### src/rtl/branch_resolve_unit.sv
// rtl/branch_resolve_unit.sv - registered branch resolution with target, mispredict and stats
// One-entry output register behind a valid/ready handshake; kill squashes held and incoming work.
module branch_resolve_unit #(
  parameter int WORD_W = 32,
  parameter int ADDR_W = 32,
  parameter int OFF_W  = 16,
  parameter int CNT_W  = 16
) (
  input  logic              clk,
  input  logic              rst_n,
  input  logic              in_valid,
  output logic              in_ready,
  input  logic [2:0]        branch_type,
  input  logic              is_signed,
  input  logic [WORD_W-1:0] reg_a,
  input  logic [WORD_W-1:0] reg_b,
  input  logic [ADDR_W-1:0] pc,
  input  logic [OFF_W-1:0]  offset,
  input  logic              pred_taken,
  input  logic              kill,
  input  logic              clear_stats,
  output logic              out_valid,
  input  logic              out_ready,
  output logic              taken,
  output logic [ADDR_W-1:0] target,
  output logic              mispredict,
  output logic              flush,
  output logic [CNT_W-1:0]  cnt_branches,
  output logic [CNT_W-1:0]  cnt_taken,
  output logic [CNT_W-1:0]  cnt_mispred
);

  localparam logic [2:0] BT_NONE = 3'b000;
  localparam logic [2:0] BT_BEQ  = 3'b001;
  localparam logic [2:0] BT_BNE  = 3'b010;
  localparam logic [2:0] BT_BLT  = 3'b011;
  localparam logic [2:0] BT_BLE  = 3'b100;
  localparam logic [2:0] BT_BGT  = 3'b101;
  localparam logic [2:0] BT_BGE  = 3'b110;
  localparam logic [2:0] BT_JMP  = 3'b111;

  logic              accept;
  logic              xfer;
  logic              eq;
  logic              lt;
  logic              taken_d;
  logic [ADDR_W-1:0] off_ext;
  logic [ADDR_W-1:0] target_d;
  logic              is_branch_q;

  function automatic logic [CNT_W-1:0] sat_inc(input logic [CNT_W-1:0] v);
    return (&v) ? v : v + 1'b1;
  endfunction

  assign in_ready = !out_valid || out_ready;
  assign accept   = in_valid && in_ready && !kill;
  assign xfer     = out_valid && out_ready && !kill;

  assign eq = (reg_a == reg_b);
  assign lt = is_signed ? ($signed(reg_a) < $signed(reg_b)) : (reg_a < reg_b);

  always_comb begin
    taken_d = 1'b0;
    case (branch_type)
      BT_NONE: taken_d = 1'b0;
      BT_BEQ:  taken_d = eq;
      BT_BNE:  taken_d = !eq;
      BT_BLT:  taken_d = lt;
      BT_BLE:  taken_d = lt || eq;
      BT_BGT:  taken_d = !lt && !eq;
      BT_BGE:  taken_d = !lt;
      BT_JMP:  taken_d = 1'b1;
      default: taken_d = 1'b0;
    endcase
  end

  // Offset counts words: sign-extend to address width, then scale by 4.
  assign off_ext  = {{(ADDR_W-OFF_W){offset[OFF_W-1]}}, offset};
  assign target_d = pc + ADDR_W'(4) + {off_ext[ADDR_W-3:0], 2'b00};

  always_ff @(posedge clk or negedge rst_n) begin
    if (!rst_n) begin
      out_valid   <= 1'b0;
      taken       <= 1'b0;
      target      <= '0;
      mispredict  <= 1'b0;
      is_branch_q <= 1'b0;
    end else if (kill) begin
      out_valid <= 1'b0;
    end else if (accept) begin
      out_valid   <= 1'b1;
      taken       <= taken_d;
      target      <= target_d;
      mispredict  <= taken_d != pred_taken;
      is_branch_q <= branch_type != BT_NONE;
    end else if (xfer) begin
      out_valid <= 1'b0;
    end
  end

  always_ff @(posedge clk or negedge rst_n) begin
    if (!rst_n) begin
      flush <= 1'b0;
    end else begin
      flush <= xfer && mispredict;
    end
  end

  // Statistics reflect the result being handed off, not the one being loaded.
  always_ff @(posedge clk or negedge rst_n) begin
    if (!rst_n) begin
      cnt_branches <= '0;
      cnt_taken    <= '0;
      cnt_mispred  <= '0;
    end else if (clear_stats) begin
      cnt_branches <= '0;
      cnt_taken    <= '0;
      cnt_mispred  <= '0;
    end else if (xfer) begin
      if (is_branch_q) cnt_branches <= sat_inc(cnt_branches);
      if (taken)       cnt_taken    <= sat_inc(cnt_taken);
      if (mispredict)  cnt_mispred  <= sat_inc(cnt_mispred);
    end
  end

endmodule

### config.mk
export PLATFORM = sky130hd
export DESIGN_NAME = branch_resolve_unit
export DESIGN_NICKNAME = d
export VERILOG_FILES = /design/src/rtl/branch_resolve_unit.sv
export SDC_FILE = /design/constraint.sdc
export NUM_CORES = 1
export LEC_CHECK = 0
export CAP_MARGIN = 20
export CELL_PAD_IN_SITES_DETAIL_PLACEMENT = 0
export CELL_PAD_IN_SITES_GLOBAL_PLACEMENT = 2
export CORE_ASPECT_RATIO = 0.9
export CORE_UTILIZATION = 27
export CTS_CLUSTER_SIZE = 40
export DETAILED_ROUTE_END_ITERATION = 8
export GPL_TIMING_DRIVEN = 0
export PLACE_DENSITY_LB_ADDON = 0.1
export SLEW_MARGIN = 20
export SYNTH_ARGS = -nofsm -noshare
export SYNTH_HDL_FRONTEND = slang
export SYNTH_SLANG_ARGS = --single-unit
### constraint.sdc
create_clock -name clk -period 2.8 [get_ports clk]
set_input_delay 0.28 -clock clk [delete_from_list [all_inputs] [get_ports clk]]
set_output_delay 0.28 -clock clk [all_outputs]
set_load 0.05 [all_outputs]
==> results.ini, run 1 <==
[clocking]
tritoncts.num_buffers=9
ctsLongestPathBuffers=2
worst_skew_pair.late_latency_ns=0.35
cts.htree.levels=3
clock_sinks=85
root_buffer=clkbuf_16
clk_pin_slew_worst_paths_ns=0.06
cts_tree=built

[finish]
postLayoutCellArea_um2=9743
top_library_cells_by_usage_in_the_layout_fill_and_taps_aside=clkdlybuf4s50_1, dfrtp_1, nand2_1
count_of_antenna_diodes_in_the_layout=0
final_layout_size_suffix_gt1_share_pct=13.37
layout.cells.most_common=clkdlybuf4s50_1
nNetsFinal=1146
area_growth_pct=55.71
final_core_util_pct=43.03

[timing]
finClkSkew_ns=0.009666
setup_viol=0
final.hold.worst_slack_ns=0.3584
max_freq_mhz=361.9
drv_slew=0
number_of_endpoints_with_negative_hold_slack_in_the_final_report=0
final.min_clock_period_ns=2.763
final_min_period_over_clock_period_pct=98.68
tightest_slew_ns=0.6063
slew_headroom_pct=59.58

[global_routing]
grt_util_met2_pct=24.81
groute.layer.met3.usage_pct=4.432
grt_max_degree=51
globalRouteMet1Util_pct=20.75
grt_pass1_vias=5825
antenna_found_initial=0
grt-busiest-layer=met2
first_pass_grt_wire_length_mm=29.46
grt_use_total_pct=15.68
grt_overflow=0

[min_path]
worst_hold_path.num_cells=4
holdPathEnd=target[2]
hold_path.class=input pin to flip-flop
holdCritStartpoint=offset[0]

[placed_design]
gpl_wtd_cong=0.8119
placed_cell_area_um2=8751
place.port_buffers=207
dp_hpwl_mm=14.71

[route]
detail_route.drc_violations=0
antenna_violating_nets_post_route=0
mean_number_of_vias_per_cell=4.738
routed_wl_mm=18.66
detailedRoute.firstPassIterationCount=6
drt-wirelength-per-cell_um=15.14
first_iter_violations=293
routed-via-count=5837

[die]
dieArea_um2=23790
placementRows=52
floorplan.initialDensity_pct=27.64
core_area_um2=22640
io_pins=208
floorplan.die.height_um=146.4
fp.dieW_um=162.5

[yosys]
synth_async_sr_flop_share_pct=100.0
ys_ff_latch=85
ys_dominant_reg_cell=dfrtp_1
synth_area_um2=6257
yosysUniqueCellTypes=58
syn-mean-instance-area_um2=8.952
synth_sequential_area_ratio_pct=33.99
syn_inst_count=699
synthesis_warnings=0
synth_enable_flop_cells=0
synth_fp_nets=915

[worst_setup_path]
critPathKind=input pin to flip-flop
number_of_cells_traversed_by_the_worst_register_to_register_path=10
cp_data_required_time_ns=3.08
nature_of_the_critical_path_startpoint=input pin
timing.critical_path.to_type=flip-flop
reg2reg_end=cnt_taken[9]
r2r-start=cnt_taken[0]
worst-path-max-fanout=2
crit_arrival_ns=3.04
r2r_slack_ns=0.30

[run_status]
run_status=completed

[job]
max_cap_viol_count=0

[pwr]
power_leakage_nw=4.413
fin_total_pwr_mw=4.536
power_per_cell_area_nw_per_um2=465.5
peakVddDrop_v=0.0002703

-- routing by layer --
metal	up-vias	share of wire, %
met5	-	0
met2	150	45
met4	0	1.0
li1	2931	-
met1	2745	47
met3	11	7.1
-- worst max path at each step --
stage | start | endpoint | cells past startpoint
2_1_floorplan | offset[1] | target[29] | 12
3_3_place_gp | rst_n | target[12] | 1
3_5_place_dp | offset[15] | target[29] | 12
4_1_cts | reg_b[3] | mispredict | 11
5_1_grt | reg_a[28] | mispredict | 11
6_report | reg_a[4] | mispredict | 10
-- Yosys cell counts (7+ instances only) --
cell	count	area, µm²
ha_1	92	1151
nand2_1	86	322.8
dfrtp_1	85	2127
nor2_1	58	217.7
xor2_1	46	402.9
inv_1	45	168.9
a21oi_1	44	220.2
o21ai_0	33	165.2
nand3_1	23	115.1
xnor2_1	21	183.9
nand4_1	19	118.9
clkbuf_1	15	56.30
a21o_1	13	97.59
o21ai_1	13	65.06
and3_1	11	68.82
a31oi_1	7	43.79
nor3_1	7	35.03
-- what timing repair did --
item / in CTS / in global routing
pin swaps: 21 / 35
setup buffers: 8 / 5
setup endpoints to repair: 14 / 11
endpoints found under the hold margin: 35 / 0
cloned: 0 / 0
resized for setup: 46 / 90
hold buffers: 1 / 0
-- logic make-up (layout without fill, tap and decap cells) --
kind of cell | after synthesis | count (layout) | share of synthesized area, %
mux | 7 | 7 | 1.320
simple gates | 244 | 244 | 18.78
compound gates | 143 | 143 | 14.22
fa+ha+maj | 93 | 93 | 18.72
buf+inv | 60 | 296 | 3.599
flops | 85 | 85 | 33.99
xor+xnor | 67 | 67 | 9.378
-- sequential cells by signal (all words and copies together), names as in the netlist --
name	flops
cnt_mispred	16
mispredict	1
is_branch_q	1
taken	1
flush	1
cnt_taken	16
cnt_branches	16
out_valid	1
target	32
-- worst max-delay path: stages --
cell and delay (ns):
clkdlybuf4s50_1 0.46, ha_1 0.22, nand4_1 0.13, a21oi_2 0.04, or4_4 0.53, a311oi_4 0.35
mux2_4 0.34, mux2_4 0.30, a221o_1 0.31, nand3_1 0.06
-- layout make-up --
cell class	count	area, µm²
fillers	2235	12900
plain buffers	13	48.80
multi-input cells	554	4497
clock buffers	10	239.0
flip-flops and latches	85	2127
repair buffers	222	2240
well taps	297	371.6
inverters	45	168.9
clock inverters	6	51.30
-- per-stage QoR --
step / setup WS [ns] / setup TNS (ns) / std cells
5_1_grt: -0.01815 / -0.02556 / 1232
3_5_place_dp: -1.038 / -10.86 / 1204
3_3_place_gp: -1.811 / -163.31 / 1203
2_1_floorplan: 0.01799 / 0 / 699
4_1_cts: 0.0004634 / 0 / 1229
6_report: 0.03694 / 0 / 1232
-- where the power goes --
group          internal [mW]  switching, mW
registers               1.36         0.0855
clock network          0.641          0.543
logic                  0.799           1.11
Note: power is estimated with default switching activity, not from simulation.
==> run 2: changes to the inputs <==
- RECOVER_POWER: not set -> 25
==> run 2 against run 1 <==
  * Fmax is essentially flat
  * Sequential share of layout area grew 0.056 points
  * Die area is the same
  * Total power shrank 0.12%
  * Design area shrank 0.26%
  * Largest cell class unchanged
  * Utilization shrank 0.11 points
  * Clock power is essentially flat
==> results.ini, run 2 (synthesis results as in run 1) <==
[route]
routed_wl_mm=18.64  ; -0.11%
drt-wirelength-per-cell_um=15.13  ; -0.11%
routed-via-count=5838  ; +0.017%
mean_number_of_vias_per_cell=4.739  ; about the same
antenna_violating_nets_post_route=0  ; unchanged
first_iter_violations=285  ; -2.7%
detailedRoute.firstPassIterationCount=6  ; unchanged
detail_route.drc_violations=0  ; unchanged

[timing]
final.min_clock_period_ns=2.763  ; -0.00003110 ns
slew_headroom_pct=21.26  ; -38 points
finalSetupTns_ns=0  ; unchanged
final_critical_path_setup_slack_ns=0.03697  ; +0.00003110 ns
number_of_endpoints_with_negative_hold_slack_in_the_final_report=0  ; unchanged
final_min_period_over_clock_period_pct=98.68  ; about the same
max_freq_mhz=361.9  ; about the same
drv_slew=0  ; unchanged
setup_viol=0  ; unchanged
finClkSkew_ns=0.009993  ; +0.0003274 ns
tightest_slew_ns=1.181  ; +0.5748 ns

[global_routing]
grt_overflow=0  ; unchanged
grt_max_degree=51  ; unchanged
grt_use_total_pct=15.68  ; unchanged
grt_pass1_vias=5825  ; unchanged
first_pass_grt_wire_length_mm=29.46  ; unchanged
antenna_found_initial=0  ; unchanged

[finish]
final_layout_size_suffix_gt1_share_pct=13.37  ; unchanged
top_library_cells_by_usage_in_the_layout_fill_and_taps_aside=clkdlybuf4s50_1, dfrtp_1, nand2_1
largest_register=target
multi_input_comb_area_um2=4497  ; unchanged
nNetsFinal=1146  ; unchanged
area_growth_pct=55.31
count_of_antenna_diodes_in_the_layout=0  ; unchanged
largest_reg_flops=32  ; unchanged
layout.cells.most_common=clkdlybuf4s50_1
stdcell_count=1232  ; unchanged
fillCellCount=2239  ; +0.18%
sequential_standard_cell_area_um2=2127  ; unchanged
postLayoutCellArea_um2=9718  ; -0.26%

[pwr]
share_comb_of_total_power_pct=42.0  ; about the same
power_leakage_nw=4.403  ; -0.24%
p_int_mw=2.794  ; -0.15%
peakVddDrop_v=0.0002704  ; about the same
power.share.clock_pct=26.1  ; about the same
power_per_cell_area_nw_per_um2=466.2  ; +0.13%
power_switching_mw=1.736  ; about the same
power.share.switching_pct=38.32  ; about the same
power_frac_seq_pct=31.9  ; about the same

[die]
floorplan.die.height_um=146.4  ; unchanged
io_pins=208  ; unchanged
floorplan.initialDensity_pct=27.64  ; unchanged
fp.dieW_um=162.5  ; unchanged
dieArea_um2=23790  ; unchanged
core_area_um2=22640  ; unchanged
placementRows=52  ; unchanged

[clocking]
clock_sinks=85  ; unchanged
root_buffer=clkbuf_16
cts.htree.levels=3  ; unchanged
cts_tree=built
ctsLongestPathBuffers=2  ; unchanged
tritoncts.num_buffers=9  ; unchanged
clk_pin_slew_worst_paths_ns=0.06  ; about the same
worst_skew_pair.late_latency_ns=0.35  ; about the same

[placed_design]
placement.setup.worst_slack_ns=-1.038  ; unchanged
gpl_wtd_cong=0.8119  ; unchanged
placedCellCount=1204  ; unchanged
placed_cell_area_um2=8751  ; unchanged
dp_hpwl_mm=14.71  ; unchanged
place.port_buffers=207  ; unchanged

[job]
max_cap_viol_count=0  ; unchanged

[worst_setup_path]
crit_arrival_ns=3.04  ; about the same
number_of_cells_traversed_by_the_worst_register_to_register_path=10  ; unchanged
worst-path-max-fanout=2  ; unchanged
nature_of_the_critical_path_startpoint=input pin
critPathKind=input pin to flip-flop
r2r_slack_ns=0.30  ; about the same
reg2reg_end=cnt_taken[9]
cp_data_required_time_ns=3.08  ; about the same
timing.critical_path.to_type=flip-flop
r2r-start=cnt_taken[0]

[min_path]
holdCritStartpoint=offset[0]
worst_hold_path.num_cells=4  ; unchanged
holdPathEnd=target[2]
hold_path.class=input pin to flip-flop

[run_status]
run_status=completed

## run 2: cell count changes in the layout (fill, tap and decap cells not counted)
cell	change
buf_4	-1
clkbuf_2	+1
buf_16	-1
and2_1	-1
buf_2	+1
and2_0	+1
## run 2: stage by stage
step	utilization, %	power [mW]	hold slack [ns]
floorplan	-	2.518	-0.01559
detailed placement	38.65	3.202	0.2949
global route	42.92	4.813	0.4092
global placement	38.54	3.188	0.4611
finish	42.92	4.530	0.3588
CTS	41.02	4.511	0.4543
## run 2: power by group through the flow
stage          Combinational (mW)  Clock, mW  Sequential [mW]
2_1_floorplan               0.607          0             1.91
3_5_place_dp                 1.74          0             1.47
5_1_grt                      2.06       1.29             1.47
6_report                     1.90       1.18             1.44
4_1_cts                      1.82       1.24             1.45
3_3_place_gp                 1.72          0             1.47
## run 2: final cells by class
class | instances | share of cell area, %
multi-input combinational | 554 | 46.27
clock buffer | 10 | 2.459
timing repair buffer | 222 | 22.79
sequential | 85 | 21.89
tap | 297 | 3.824
clock inverter | 6 | 0.5279
buffer | 13 | 0.5021
inverter | 45 | 1.738
## run 2: how the worst max path moves through the flow
stage	start	to	slack [ns]
2_1_floorplan	offset[1]	target[29]	0.02
3_3_place_gp	rst_n	target[12]	-1.81
3_5_place_dp	offset[15]	target[29]	-1.04
4_1_cts	reg_b[3]	mispredict	0.0005
5_1_grt	reg_a[28]	mispredict	-0.02
6_report	reg_a[4]	mispredict	0.04
## run 2: per-layer routing
| layer | part of all wire (%) | wire length, µm | global-route usage [%] | vias to the layer above |
|---|---|---|---|---|
| met3 | 7.0 | 1299 | 4.432 | 11 |
| met5 | 0 | 0 | 0 | - |
| met2 | 46 | 8515 | 24.81 | 145 |
| met4 | 1.0 | 190 | 4.292 | 0 |
| li1 | - | - | - | 2931 |
| met1 | 46 | 8632 | 20.75 | 2751 |
## run 2: critical path: stages
cell and delay [ns]:
clkdlybuf4s50_1 0.46, ha_1 0.22, nand4_1 0.13, a21oi_2 0.04, or4_4 0.53, a311oi_4 0.35
mux2_4 0.34, mux2_4 0.30, a221o_1 0.31, nand3_1 0.06
## run 2: what timing repair did
item | CTS | global route
endpoints found under the hold margin | 35 | 0
setup endpoints to repair | 14 | 11
buffers inserted | 8 | 5
gates resized for setup | 46 | 90
hold buffers | 1 | 0
pin swaps | 21 | 35
==> run 3: changes to the inputs <==
- CAP_MARGIN: 20 -> 25
- CORE_MARGIN: not set -> 2
==> run 3 against run 2 <==
  * Sequential cell count is the same
  * Critical path type unchanged
  * Die area grew 2.6%
  * Non-clock buffer count grew 4
  * Sequential share of layout area shrank 0.11 points
  * Cell count grew 0.41%
  * Highest routed layer unchanged
  * Count of clock-buffer cells in the layout shrank 1
  * Critical path depth grew 2
  * Largest cell class unchanged
  * Utilization grew 0.23 points
  * Worst hold slack lost 0.022 ns
  * Total power grew 2.8%
  * Largest power group unchanged
  * Routed wire length grew 3.2%
  * First-iteration DRC count shrank 2.5%
==> results.ini, run 3 (synthesis results as in run 1) <==
[run_status]
run_status=completed

[pwr]
power_leakage_nw=4.431  ; +0.64%
peakVddDrop_v=0.0002684  ; -0.74%
power_per_cell_area_nw_per_um2=476.5  ; +2.2%

[placed_design]
placedCellCount=1204  ; unchanged
gpl_wtd_cong=0.8000  ; -1.5%
place.port_buffers=207  ; unchanged
dp_hpwl_mm=14.97  ; +1.8%
placed_cell_area_um2=8755  ; about the same

[timing]
slew_headroom_pct=26.12  ; +4.9 points
max_freq_mhz=367.4  ; +1.5%
grt_setup_unrepaired=yes
drv_slew=0  ; unchanged
final_min_period_over_clock_period_pct=97.21  ; -1.5 points
number_of_endpoints_with_negative_hold_slack_in_the_final_report=0  ; unchanged
final.min_clock_period_ns=2.722  ; -0.04108 ns
setup_viol=0  ; unchanged
finClkSkew_ns=0.007724  ; -0.002270 ns
tightest_slew_ns=1.108  ; -0.07299 ns

[finish]
nNetsFinal=1150  ; +0.35%
top_library_cells_by_usage_in_the_layout_fill_and_taps_aside=clkdlybuf4s50_1, dfrtp_1, nand2_1
area_growth_pct=56.13
final_layout_size_suffix_gt1_share_pct=14.06  ; +0.69 points
fillCellCount=2229  ; -0.45%
stdcell_count=1237  ; +0.41%
largest_register=target
largest_reg_flops=32  ; unchanged
postLayoutCellArea_um2=9769  ; +0.53%
layout.cells.most_common=clkdlybuf4s50_1

[worst_setup_path]
critPathKind=input pin to flip-flop
timing.critical_path.to_type=flip-flop
nature_of_the_critical_path_startpoint=input pin
crit_arrival_ns=2.95  ; -0.09 ns
worst-path-max-fanout=3  ; +1
r2r_slack_ns=0.26  ; -0.04 ns
cp_data_required_time_ns=3.03  ; -0.05 ns

[die]
core_area_um2=22640  ; unchanged
floorplan.die.height_um=148.4  ; +1.4%
fp.dieW_um=164.5  ; +1.2%
io_pins=208  ; unchanged
floorplan.initialDensity_pct=27.64  ; unchanged
dieArea_um2=24410  ; +2.6%
placementRows=52  ; unchanged

[global_routing]
grt_overflow=0  ; unchanged
grt_pass1_vias=5922  ; +1.7%
grt_max_degree=45  ; -12%
grt_use_total_pct=15.41  ; -0.27 points
first_pass_grt_wire_length_mm=30.02  ; +1.9%
antenna_found_initial=0  ; unchanged

[min_path]
hold_path.class=input pin to flip-flop

[clocking]
cts.htree.levels=3  ; unchanged
clk_pin_slew_worst_paths_ns=0.08  ; +0.02 ns
tritoncts.num_buffers=9  ; unchanged
worst_skew_pair.late_latency_ns=0.35  ; about the same
ctsLongestPathBuffers=2  ; unchanged
root_buffer=clkbuf_16
clock_sinks=85  ; unchanged
cts_tree=built

[job]
max_cap_viol_count=0  ; unchanged

[route]
routed_wl_mm=19.24  ; +3.2%
antenna_violating_nets_post_route=0  ; unchanged
detailedRoute.firstPassIterationCount=4  ; -2
routed-via-count=5858  ; +0.34%
first_iter_violations=278  ; -2.5%
detail_route.drc_violations=0  ; unchanged
drt-wirelength-per-cell_um=15.55  ; +2.8%
mean_number_of_vias_per_cell=4.736  ; about the same

==> run 3: changes by cell type in the layout (fill, tap and decap cells not counted), moves of 2 or more <==
| cell | before | now |
|---|---|---|
| a21oi_1 | 32 | 30 |
| a21oi_2 | 9 | 12 |
| buf_4 | 13 | 16 |
| clkbuf_2 | 4 | 6 |
| clkdlybuf4s50_1 | 172 | 170 |
| dlymetal6s2s_1 | 25 | 27 |
==> run 3: metal layers <==
layer / GRT usage [%] / wire length, µm / vias up
li1: - / - / 2933
met1: 21.24 / 8943 / 2758
met2: 24.18 / 8850 / 158
met3: 4.629 / 1304 / 9
met4: 2.609 / 139 / 0
met5: 0 / 0 / -
==> run 3: power breakdown <==
part	total [mW]	switching (mW)	internal, mW
clock	1.29	0.578	0.713
combinational	1.92	1.12	0.800
sequential	1.44	0.0836	1.36
==> run 3: final cells by class <==
cell class | instances | area (µm²) | share of cell area, %
diodes | 1 | 2.502 | 0.02561
plain buffers | 14 | 52.55 | 0.5379
clock buffers | 9 | 225.2 | 2.305
clock inverters | 7 | 88.84 | 0.9093
inverters | 45 | 168.9 | 1.729
multi-input cells | 554 | 4494 | 46.00
flip-flops and latches | 85 | 2127 | 21.77
well taps | 297 | 371.6 | 3.804
repair buffers | 225 | 2238 | 22.91
==> run 3: repair_timing <==
item	CTS	global route
hold buffers	1	0
setup buffers	9	7
setup endpoints to repair	13	10
hold endpoints to repair	41	0
pin swaps	24	45
resized for setup	39	101
==> run 3: through the flow <==
stage | hold slack (ns) | utilization [%] | setup TNS [ns] | total power, mW | worst slack, ns
floorplan | -0.01559 | - | 0 | 2.518 | 0.01799
global placement | 0.4595 | 38.54 | -172.39 | 3.189 | -1.914
detailed placement | 0.2431 | 38.67 | -10.68 | 3.207 | -1.044
CTS | 0.4423 | 41.16 | -0.02544 | 4.618 | -0.02544
global route | 0.3734 | 43.14 | -0.04229 | 4.939 | -0.03163
finish | 0.3373 | 43.15 | 0 | 4.655 | 0.07805
==> run 3: final timing paths <==
check,from,to,depth (start not counted)
setup / recovery,offset[7],target[29],12
setup reg to reg,cnt_taken[0],cnt_taken[9],10
hold / removal,pc[2],target[2],4
min in group asynchronous,rst_n,cnt_branches[5],2
max in group asynchronous,rst_n,target[15],3
hold reg to reg,target[4],target[4],2
==> run 3: critical path, stage by stage <==
cell             delay (ns)
clkdlybuf4s50_1        0.41
ha_1                   0.31
ha_1                   0.34
inv_1                  0.11
nor2_2                 0.06
a41oi_2                0.27
o21ai_2                0.13
a31o_2                 0.28
a41o_1                 0.25
a31oi_1                0.17
xnor2_1                0.09
mux2_4                 0.25
